$ cat src/rtl/decode_stage.sv
// decode_stage: registered instruction-decode stage for the 32-bit ARM-subset core.
// Turns a fetched word into a control bundle, operand fields and an immediate
// extended to DATA_W, with valid/ready handshaking, flush and an optional skid entry.
//
// Parameters:
//   DATA_W  datapath/PC width (>= 32); immediates are extended to this width
//   SKID    0: single output register, combinational in_ready
//           1: output register plus one skid entry, in_ready from skid state
//
// Ports:
//   clk, rst                    rising-edge clock, synchronous active-high reset
//   flush                       drops held and incoming instructions
//   in_valid/in_ready           fetch handshake; in_instr, in_pc carry the word
//   out_valid/out_ready         downstream handshake for the decoded bundle
//   out_pc, out_cond            passthrough PC and condition field
//   out_funct, out_rd/rn/rm     ALU function and register indices
//   out_imm_sel, out_imm        operand-2-is-immediate and the extended immediate
//   out_reg_write ... illegal   control bits
module decode_stage #(
  parameter int DATA_W = 32,
  parameter int SKID   = 0
) (
  input  logic              clk,
  input  logic              rst,
  input  logic              flush,
  input  logic              in_valid,
  output logic              in_ready,
  input  logic [31:0]       in_instr,
  input  logic [DATA_W-1:0] in_pc,
  output logic              out_valid,
  input  logic              out_ready,
  output logic [DATA_W-1:0] out_pc,
  output logic [3:0]        out_cond,
  output logic [3:0]        out_funct,
  output logic [3:0]        out_rd,
  output logic [3:0]        out_rn,
  output logic [3:0]        out_rm,
  output logic              out_imm_sel,
  output logic [DATA_W-1:0] out_imm,
  output logic              out_reg_write,
  output logic              out_set_flags,
  output logic              out_mem_to_reg,
  output logic              out_mem_write,
  output logic              out_branch,
  output logic              out_link,
  output logic              out_illegal
);

  typedef struct packed {
    logic [DATA_W-1:0] pc;
    logic [3:0]        cond;
    logic [3:0]        funct;
    logic [3:0]        rd;
    logic [3:0]        rn;
    logic [3:0]        rm;
    logic              imm_sel;
    logic [DATA_W-1:0] imm;
    logic              reg_write;
    logic              set_flags;
    logic              mem_to_reg;
    logic              mem_write;
    logic              branch;
    logic              link;
    logic              illegal;
  } bundle_t;

  // Rotate the 8-bit data-processing immediate right by 2*rot within 32 bits.
  function automatic logic [31:0] rot_imm_f(input logic [7:0] imm8, input logic [3:0] rot);
    logic [63:0] dbl;
    logic [4:0]  amt;
    amt = {rot, 1'b0};
    dbl = {24'h000000, imm8, 24'h000000, imm8} >> amt;
    return dbl[31:0];
  endfunction

  // Full decode of one instruction word into a bundle.
  function automatic bundle_t decode_f(input logic [31:0] instr, input logic [DATA_W-1:0] pc);
    bundle_t     b;
    logic [25:0] boff;
    b      = '0;
    b.pc   = pc;
    b.cond = instr[31:28];
    boff   = {instr[23:0], 2'b00};
    case (instr[27:26])
      2'b00: begin
        b.funct     = instr[24:21];
        b.rd        = instr[15:12];
        b.rn        = instr[19:16];
        b.set_flags = instr[20];
        // TST/TEQ/CMP/CMN (funct 10xx) only update flags
        b.reg_write = (instr[24:23] != 2'b10);
        if (instr[25]) begin
          b.imm_sel = 1'b1;
          b.imm     = DATA_W'(rot_imm_f(instr[7:0], instr[11:8]));
        end else begin
          b.rm = instr[3:0];
        end
      end
      2'b01: begin
        b.rd         = instr[15:12];
        b.rn         = instr[19:16];
        b.mem_to_reg = instr[20];
        b.reg_write  = instr[20];
        b.mem_write  = ~instr[20];
        b.funct      = instr[23] ? 4'b0100 : 4'b0010;
        // For memory ops I=0 selects the 12-bit offset
        if (!instr[25]) begin
          b.imm_sel = 1'b1;
          b.imm     = DATA_W'(instr[11:0]);
        end else begin
          b.rm = instr[3:0];
        end
      end
      2'b10: begin
        b.branch    = 1'b1;
        b.link      = instr[24];
        b.reg_write = instr[24];
        b.rd        = instr[24] ? 4'd14 : 4'd0;
        b.imm_sel   = 1'b1;
        b.imm       = DATA_W'($signed(boff));
      end
      2'b11: begin
        b.illegal = 1'b1;
      end
      default: begin
        b.illegal = 1'b1;
      end
    endcase
    // Condition 4'hF flags the word illegal and suppresses its side effects
    if (instr[31:28] == 4'hF) begin
      b.illegal   = 1'b1;
      b.reg_write = 1'b0;
      b.mem_write = 1'b0;
      b.branch    = 1'b0;
    end
    return b;
  endfunction

  bundle_t dec_s;
  bundle_t out_r;
  bundle_t skid_r;
  logic    out_valid_r;
  logic    skid_valid_r;
  logic    out_free_s;
  logic    accept_s;
  logic    in_ready_s;

  assign dec_s      = decode_f(in_instr, in_pc);
  assign out_free_s = ~out_valid_r | out_ready;
  assign accept_s   = in_valid & in_ready_s;
  assign in_ready   = in_ready_s;

  generate
    if (SKID != 0) begin : g_skid
      // in_ready follows the skid register only; rst gating keeps it low in reset
      assign in_ready_s = ~rst & ~skid_valid_r;

      // Skid entry: captures a word accepted while the output is stalled, empties on drain.
      always_ff @(posedge clk) begin
        if (rst) begin
          skid_r       <= '0;
          skid_valid_r <= 1'b0;
        end else if (flush) begin
          skid_valid_r <= 1'b0;
        end else if (out_free_s) begin
          skid_valid_r <= 1'b0;
        end else if (accept_s) begin
          skid_r       <= dec_s;
          skid_valid_r <= 1'b1;
        end
      end
    end else begin : g_noskid
      assign in_ready_s   = ~rst & out_free_s;
      assign skid_valid_r = 1'b0;
      assign skid_r       = '0;
    end
  endgenerate

  // Output register: skid entry drains ahead of new input so order is preserved.
  always_ff @(posedge clk) begin
    if (rst) begin
      out_r       <= '0;
      out_valid_r <= 1'b0;
    end else if (flush) begin
      out_valid_r <= 1'b0;
    end else if (out_free_s) begin
      out_valid_r <= skid_valid_r | accept_s;
      if (skid_valid_r) begin
        out_r <= skid_r;
      end else if (accept_s) begin
        out_r <= dec_s;
      end
    end
  end

  assign out_valid      = out_valid_r;
  assign out_pc         = out_r.pc;
  assign out_cond       = out_r.cond;
  assign out_funct      = out_r.funct;
  assign out_rd         = out_r.rd;
  assign out_rn         = out_r.rn;
  assign out_rm         = out_r.rm;
  assign out_imm_sel    = out_r.imm_sel;
  assign out_imm        = out_r.imm;
  assign out_reg_write  = out_r.reg_write;
  assign out_set_flags  = out_r.set_flags;
  assign out_mem_to_reg = out_r.mem_to_reg;
  assign out_mem_write  = out_r.mem_write;
  assign out_branch     = out_r.branch;
  assign out_link       = out_r.link;
  assign out_illegal    = out_r.illegal;

endmodule

$ cat config.mk
export PLATFORM = sky130hd
export DESIGN_NAME = decode_stage
export DESIGN_NICKNAME = d
export VERILOG_FILES = /design/src/rtl/decode_stage.sv
export SDC_FILE = /design/constraint.sdc
export NUM_CORES = 1
export LEC_CHECK = 0
export ABC_AREA = 1
export CAP_MARGIN = 20
export CORE_UTILIZATION = 25
export DETAILED_ROUTE_END_ITERATION = 10
export GPL_ROUTABILITY_DRIVEN = 0
export MAX_ROUTING_LAYER = met4
export PLACE_DENSITY = 0.64
export SYNTH_ARGS = -nofsm -noshare
export SYNTH_HDL_FRONTEND = slang
export SYNTH_SLANG_ARGS = --single-unit
$ cat constraint.sdc
create_clock -name clk -period 1.35 [get_ports clk]
set_clock_uncertainty 0.2 [all_clocks]
set_input_delay 0.3375 -clock clk [delete_from_list [all_inputs] [get_ports clk]]
set_output_delay 0.3375 -clock clk [all_outputs]
set_load 0.05 [all_outputs]
==> results of run 1 <==
-- worst min-delay path by stage --
stage | from | endpoint | slack [ns] | cells after the start
final | flush | out_valid | 0.18 | 2
after global routing | flush | out_valid | 0.17 | 2
after CTS | flush | out_valid | 0.17 | 2
after detailed placement | out_pc[8] | out_pc[8] | 0.29 | 2
after global placement | out_pc[8] | out_pc[8] | 0.29 | 2
after floorplan | flush | out_valid | 0.20 | 1
-- per-layer routing --
| layer | track usage (%) | vias up |
|---|---|---|
| met3 | 5.37 | 76 |
| met5 | - | - |
| met4 | 10.2 | 0 |
| li1 | - | 2708 |
| met1 | 28.1 | 2808 |
| met2 | 39.9 | 343 |
-- synth_stat cells, drive strengths merged --
cell type	number	area, um2
nand2	240	911
a22oi	4	30.0
nand4	6	37.5
clkbuf	8	30.0
nor2	22	92.6
o21a	1	7.51
nand3	81	430
buf	39	241
a21oi	98	551
inv	19	71.3
clkinv	2	17.5
dfxtp	93	1860
o21ai	17	85.1
nor3	1	5.00
a31oi	4	25.0
-- kinds of logic after synthesis --
family,after synthesis
and+or+nand+nor,350
AOI/OAI and AO/OA,124
DFF,93
buffers and inverters,68
-- cell usage in the layout, fill, tap and decap left out, drive strengths merged --
master,count
buf,267
nand2,240
a21oi,98
dfxtp,93
nand3,81
clkdlybuf4s50,51
nor2,22
inv,20
o21ai,17
dlygate4sd2,11
clkbuf,10
clkinv,7
nand4,6
a31oi,4
a22oi,4
clkdlybuf4s15,3
clkinvlp,2
diode,1
o21a,1
nor3,1
bufinv,1
clkdlybuf4s18,1
-- cell type report --
type | count | area (um2) | share of cell area [%]
repair buffers | 333 | 4590 | 42.6
multi-input cells | 474 | 3300 | 30.7
flip-flops and latches | 93 | 2130 | 19.8
well taps | 225 | 282 | 2.61
clock buffers | 10 | 229 | 2.13
inverters | 21 | 130 | 1.21
clock inverters | 6 | 68.8 | 0.639
repair inverters | 3 | 33.8 | 0.314
diodes | 1 | 2.50 | 0.0232
-- power by group --
part | total, mW | internal (mW) | switching [mW] | leakage (nW)
logic | 2.17 | 1.05 | 1.12 | 3.53
registers | 2.82 | 2.73 | 0.0883 | 0.817
clock network | 2.59 | 1.45 | 1.14 | 0.143
total | 7.59 | 5.23 | 2.35 | 4.49
-- what timing repair did --
item,4_1_cts,5_1_grt
buffers inserted,60,32
pin swaps,23,61
endpoints found under the setup margin,186,186
cloned,29,0
resized for setup,315,237
-- through the flow --
step | std cells | area, um2 | setup WS [ns] | hold slack [ns]
after floorplan | 635 | 4550 | -0.0717 | 0.205
after global placement | 1036 | 7640 | -0.770 | 0.289
after detailed placement | 1036 | 7640 | -0.798 | 0.294
after CTS | 1140 | 9860 | -0.340 | 0.165
after global routing | 1166 | 10800 | -0.460 | 0.172
final | 1166 | 10800 | -0.447 | 0.175
-- worst register-to-register path, cell delays in order (launching register included) --
cell and delay, ns:
dfxtp_4 0.35, buf_6 0.11, nand2_4 0.06, nand3_4 0.07, buf_6 0.14, buf_8 0.13
inv_12 0.08, buf_12 0.12, buf_16 0.15, nand2_2 0.07, a21oi_1 0.13
==> qor.csv, run 1 <==
stage,metric,value,unit
detailed_routing,post-route ant nets,0,
clocking,TritonCTS clock tree,done,
logic_synthesis,register area share after synthesis,42.3,%
setup_path,crit path launch type,input port,
run,Max Cap Violations,0,
clocking,"Reg clk slew, reported paths",0.07,ns
global_routing,GRT overflow,0,
detailed_routing,met3 WL,1810,um
floorplan,Die X,135,um
detailed_routing,WL/cell,19.8,um
min_path,HP Class,in2reg,
sta,Max Clk Rate,556,MHz
sta,final critical-path required period,1.80,ns
sta,Tightest Pin Transition,0.551,ns
clocking,Clock Tree Root,clkbuf_16,
detailed_routing,DR WL met2,11600,um
logic_synthesis,Unique masters post-synth,25,
logic_synthesis,main combinational cell family by area after synthesis,simple AND/OR/NAND/NOR gates,
setup_path,crit-path max FO,2,
global_routing,number of global-route vias before repair,5756,
logic_synthesis,Cells after Synth,635,
floorplan,DIE AREA,18100,um2
power_and_ir_drop,Cell Pwr Density,704,nW/um2
cells_and_area,layout cell share with drive strength beyond 1,66.4,%
setup_path,Setup crit start,out_ready,
sta,Fin Setup TNS,-32.17,ns
global_routing,largest net degree at the start of global routing,53,
clocking,TritonCTS Buffers,9,
status,failing checks,setup timing,
floorplan,Initial Util,25.5,%
clocking,Clock Tree Buf Depth,2,
power_and_ir_drop,peak supply drop,0.660,mV
detailed_routing,DR top layer,met4,
setup_path,critical path required time,0.81,ns
logic_synthesis,xor/xnor share of the synthesized area,0,%
logic_synthesis,Netlist Area Pre-Place,4400,um2
setup_path,CP top delay family,buffers and inverters,
logic_synthesis,Syn Area/Cell,6.92,um2
floorplan,# rows,48,
setup_path,Crit path depth,5,
placement,PortBufs,162,
floorplan,total core area,17200,um2
logic_synthesis,Synth Warn #,0,
sta,final setup violation count,186,
setup_path,Max stage delay on crit path,0.23,ns
setup_path,CP Capture Type,output port,
placement,Post-DP HPWL,12200,um
setup_path,Critical-path top delay cell,a21oi_4,
setup_path,worst reg2reg endpoint,out_pc[24],
logic_synthesis,Synth Area in Compound Gates,15.9,%
setup_path,WP data arrival,1.26,ns
cells_and_area,# fillers,1280,
cells_and_area,# nets final,1004,
detailed_routing,Avg Vias per Cell,5.09,
detailed_routing,Pre-Repair DR Iteration Count,7,
clocking,Worst-Skew Late Latency,0.35,ns
sta,fin crit share,133,%
floorplan,Die Y-Extent,135,um
detailed_routing,iteration-0 DRC count of the detailed router,547,
global_routing,first-pass GRT wire length,32000,um
sta,slew margin rel.,63.3,%
detailed_routing,DR vias,5935,
setup_path,R2R depth,10,
floorplan,io pins,163,
logic_synthesis,Post-Syn Nets,704,
detailed_routing,Met1 Wirelength,8760,um
logic_synthesis,post-synthesis adder-cell area fraction,0,%
setup_path,crit path kind,in2out,
setup_path,launch point of the worst reg-to-reg path,out_valid,
clocking,cts hold-fix bufs,0,
clocking,H-tree Lvls,3,
logic_synthesis,post-synthesis mux area share,0,%
sta,worst setup margin,-0.447,ns
sta,RSZ-0062 raised after global routing,yes,
sta,Slew Limit Fails,0,
setup_path,FF-to-FF setup slack,-0.34,ns
sta,final hold viol count,0,
logic_synthesis,simple-gate area share of the yosys netlist,33.6,%
global_routing,initial antenna violation count,1,
detailed_routing,Post-route DRC,0,
status,outcome,"complete, but fails checks",
setup_path,end point of the critical path,in_ready,
cells_and_area,Layout area overhead,145,%
global_routing,GRT Overall Usage,24.1,%
setup_path,critical-path cell list,"clkdlybuf4s15_1, clkinvlp_4, buf_4, a21oi_4, buf_12",
power_and_ir_drop,Leak Pwr,4.49,nW
setup_path,Bufs and invs on worst path,4,
clocking,Sink Count,93,
power_and_ir_drop,Final Power,7.59,mW
detailed_routing,final wirelength,23100,um
cells_and_area,end-of-flow core utilization,62.5,%
logic_synthesis,Seq cells post-synth,93,
Note: power is estimated with default switching activity, not from simulation.
==> run 2, diff against run 1 <==
--- a/config.mk
+++ b/config.mk
@@ -9,7 +9,6 @@
 export CAP_MARGIN = 20
 export CORE_UTILIZATION = 25
 export DETAILED_ROUTE_END_ITERATION = 10
-export GPL_ROUTABILITY_DRIVEN = 0
 export MAX_ROUTING_LAYER = met4
 export PLACE_DENSITY = 0.64
 export SYNTH_ARGS = -nofsm -noshare
==> qor.csv, run 2 (synthesis gave the netlist of run 1 again) <==
stage,metric,value,unit
placement,PortBufs,162,
min_path,Hold Crit Start,flush,
run,Max Cap Violations,0,
floorplan,Initial Util,25.5,%
floorplan,io pins,163,
sta,RSZ-0062 raised after global routing,yes,
setup_path,crit path kind,reg2out,
sta,final setup violation count,186,
sta,worst setup margin,-0.329,ns
clocking,H-tree Lvls,3,
sta,slew margin rel.,65.0,%
setup_path,Setup crit start,out_valid,
cells_and_area,layout cell share with drive strength beyond 1,67.1,%
sta,Max Clk Rate,596,MHz
global_routing,met3 usage in global routing,5.52,%
setup_path,Critical-path top delay cell,dfxtp_4,
placement,routability cong.,0.948,
clocking,TritonCTS Buffers,9,
detailed_routing,WL/cell,19.3,um
floorplan,Die Y-Extent,135,um
floorplan,Die X,135,um
clocking,Worst-Skew Late Latency,0.35,ns
setup_path,CP Capture Type,output port,
clocking,cts hold-fix bufs,0,
power_and_ir_drop,Cell Pwr Density,707,nW/um2
setup_path,WP data arrival,1.14,ns
clocking,"Reg clk slew, reported paths",0.06,ns
detailed_routing,Pre-Repair DR Iteration Count,5,
sta,final hold viol count,0,
clocking,TritonCTS clock tree,done,
status,failing checks,setup timing,
global_routing,GRT Overall Usage,23.5,%
global_routing,GRT overflow,0,
min_path,HP Class,in2reg,
setup_path,launch point of the worst reg-to-reg path,out_valid,
cells_and_area,"most common cell after layout, fill and taps aside",nand2_1,
setup_path,critical path required time,0.81,ns
power_and_ir_drop,Leak Pwr,4.35,nW
detailed_routing,final wirelength,22400,um
detailed_routing,Post-route DRC,0,
sta,Slew Limit Fails,0,
sta,Tightest Pin Transition,0.525,ns
global_routing,met1 track utilization from global routing,27.3,%
clocking,Clock Tree Buf Depth,2,
cells_and_area,most frequent cells in the layout,"nand2_1, buf_12, buf_4, a21oi_2, nand2_4",
setup_path,Max stage delay on crit path,0.35,ns
status,outcome,"complete, but fails checks",
setup_path,critical-path cell list,"buf_6, a21oi_4, buf_12",
global_routing,GRT met2 Usage,40.0,%
detailed_routing,DR vias,5770,
sta,Fin Setup TNS,-22.91,ns
floorplan,# rows,48,
sta,final critical-path required period,1.68,ns
placement,Post-DP HPWL,12800,um
floorplan,DIE AREA,18100,um2
sta,fin crit share,124,%
global_routing,initial antenna violation count,0,
global_routing,busiest grt layer,met2,
clocking,Clock Tree Root,clkbuf_16,
floorplan,total core area,17200,um2
setup_path,crit path launch type,flip-flop,
detailed_routing,post-route ant nets,0,
global_routing,number of global-route vias before repair,5556,
cells_and_area,# fillers,1320,
cells_and_area,# nets final,1000,
cells_and_area,Layout area overhead,144,%
detailed_routing,iteration-0 DRC count of the detailed router,473,
clocking,Sink Count,93,
global_routing,largest net degree at the start of global routing,45,
global_routing,first-pass GRT wire length,31200,um
cells_and_area,ANT cells,0,
power_and_ir_drop,peak supply drop,0.736,mV
detailed_routing,Avg Vias per Cell,4.97,
setup_path,crit-path max FO,2,
placement,pre-CTS setup slack,-0.816,ns
==> run 2: cell count changes in the layout (fill, tap and decap cells not counted), sizes merged, moves of 2 or more <==
| cell | delta |
|---|---|
| dlymetal6s2s | +2 |
| clkbuf | +5 |
| clkinv | -2 |
| clkdlybuf4s50 | -2 |
| buf | -7 |
==> run 2: routing by layer <==
| layer | part of all wire (%) | vias up | wire length, um |
|---|---|---|---|
| li1 | - | 2694 | - |
| met3 | 7.6 | 52 | 1720 |
| met1 | 39 | 2735 | 8770 |
| met5 | 0 | - | 0 |
| met4 | 3.2 | 0 | 722 |
| met2 | 50 | 289 | 11200 |
==> run 2: worst paths after layout <==
kind | endpoint | slack [ns] | cells past startpoint
worst min-delay path | out_valid | 0.16 | 2
worst max-delay path | in_ready | -0.33 | 3
worst min register to register | out_set_flags | 0.29 | 2
worst max register to register | out_pc[2] | -0.26 | 8
==> run 2: through the flow <==
| step | instance area, um2 | instances | utilization [%] | power, mW | hold slack (ns) |
|---|---|---|---|---|---|
| floorplan | 4550 | 635 | - | 3.65 | 0.205 |
| global placement | 7770 | 1049 | 45.1 | 4.52 | 0.289 |
| detailed placement | 7770 | 1049 | 45.1 | 4.52 | 0.292 |
| CTS | 9580 | 1127 | 55.6 | 7.46 | 0.140 |
| global route | 10700 | 1161 | 62.2 | 7.86 | 0.160 |
| finish | 10700 | 1161 | 62.2 | 7.58 | 0.156 |
==> run 2: power breakdown <==
group	leakage, nW	internal [mW]	switching (mW)
sequential	0.817	2.73	0.0916
clock	0.145	1.46	1.16
combinational	3.39	1.04	1.11
==> run 2: cell type report <==
class	count	area [um2]	share of cell area, %
timing repair inverter	2	25.0	0.234
clock inverter	6	68.8	0.642
tap	225	282	2.63
timing repair buffer	329	4520	42.2
clock buffer	10	229	2.14
multi-input combinational	475	3340	31.2
inverter	21	115	1.07
sequential	93	2130	19.9
==> run 2: worst max-delay path, delay by kind of cell (launching register included) <==
family	cells	cell delay, ns
flip-flops	1	0.35
buffers and inverters	2	0.27
AO/OA/AOI/OAI	1	0.17
==> run 2: timing repair <==
item / CTS / global route
gates resized for setup: 280 / 276
gates cloned: 21 / 3
endpoints found under the setup margin: 186 / 186
buffers inserted: 41 / 39
pin swaps: 20 / 72
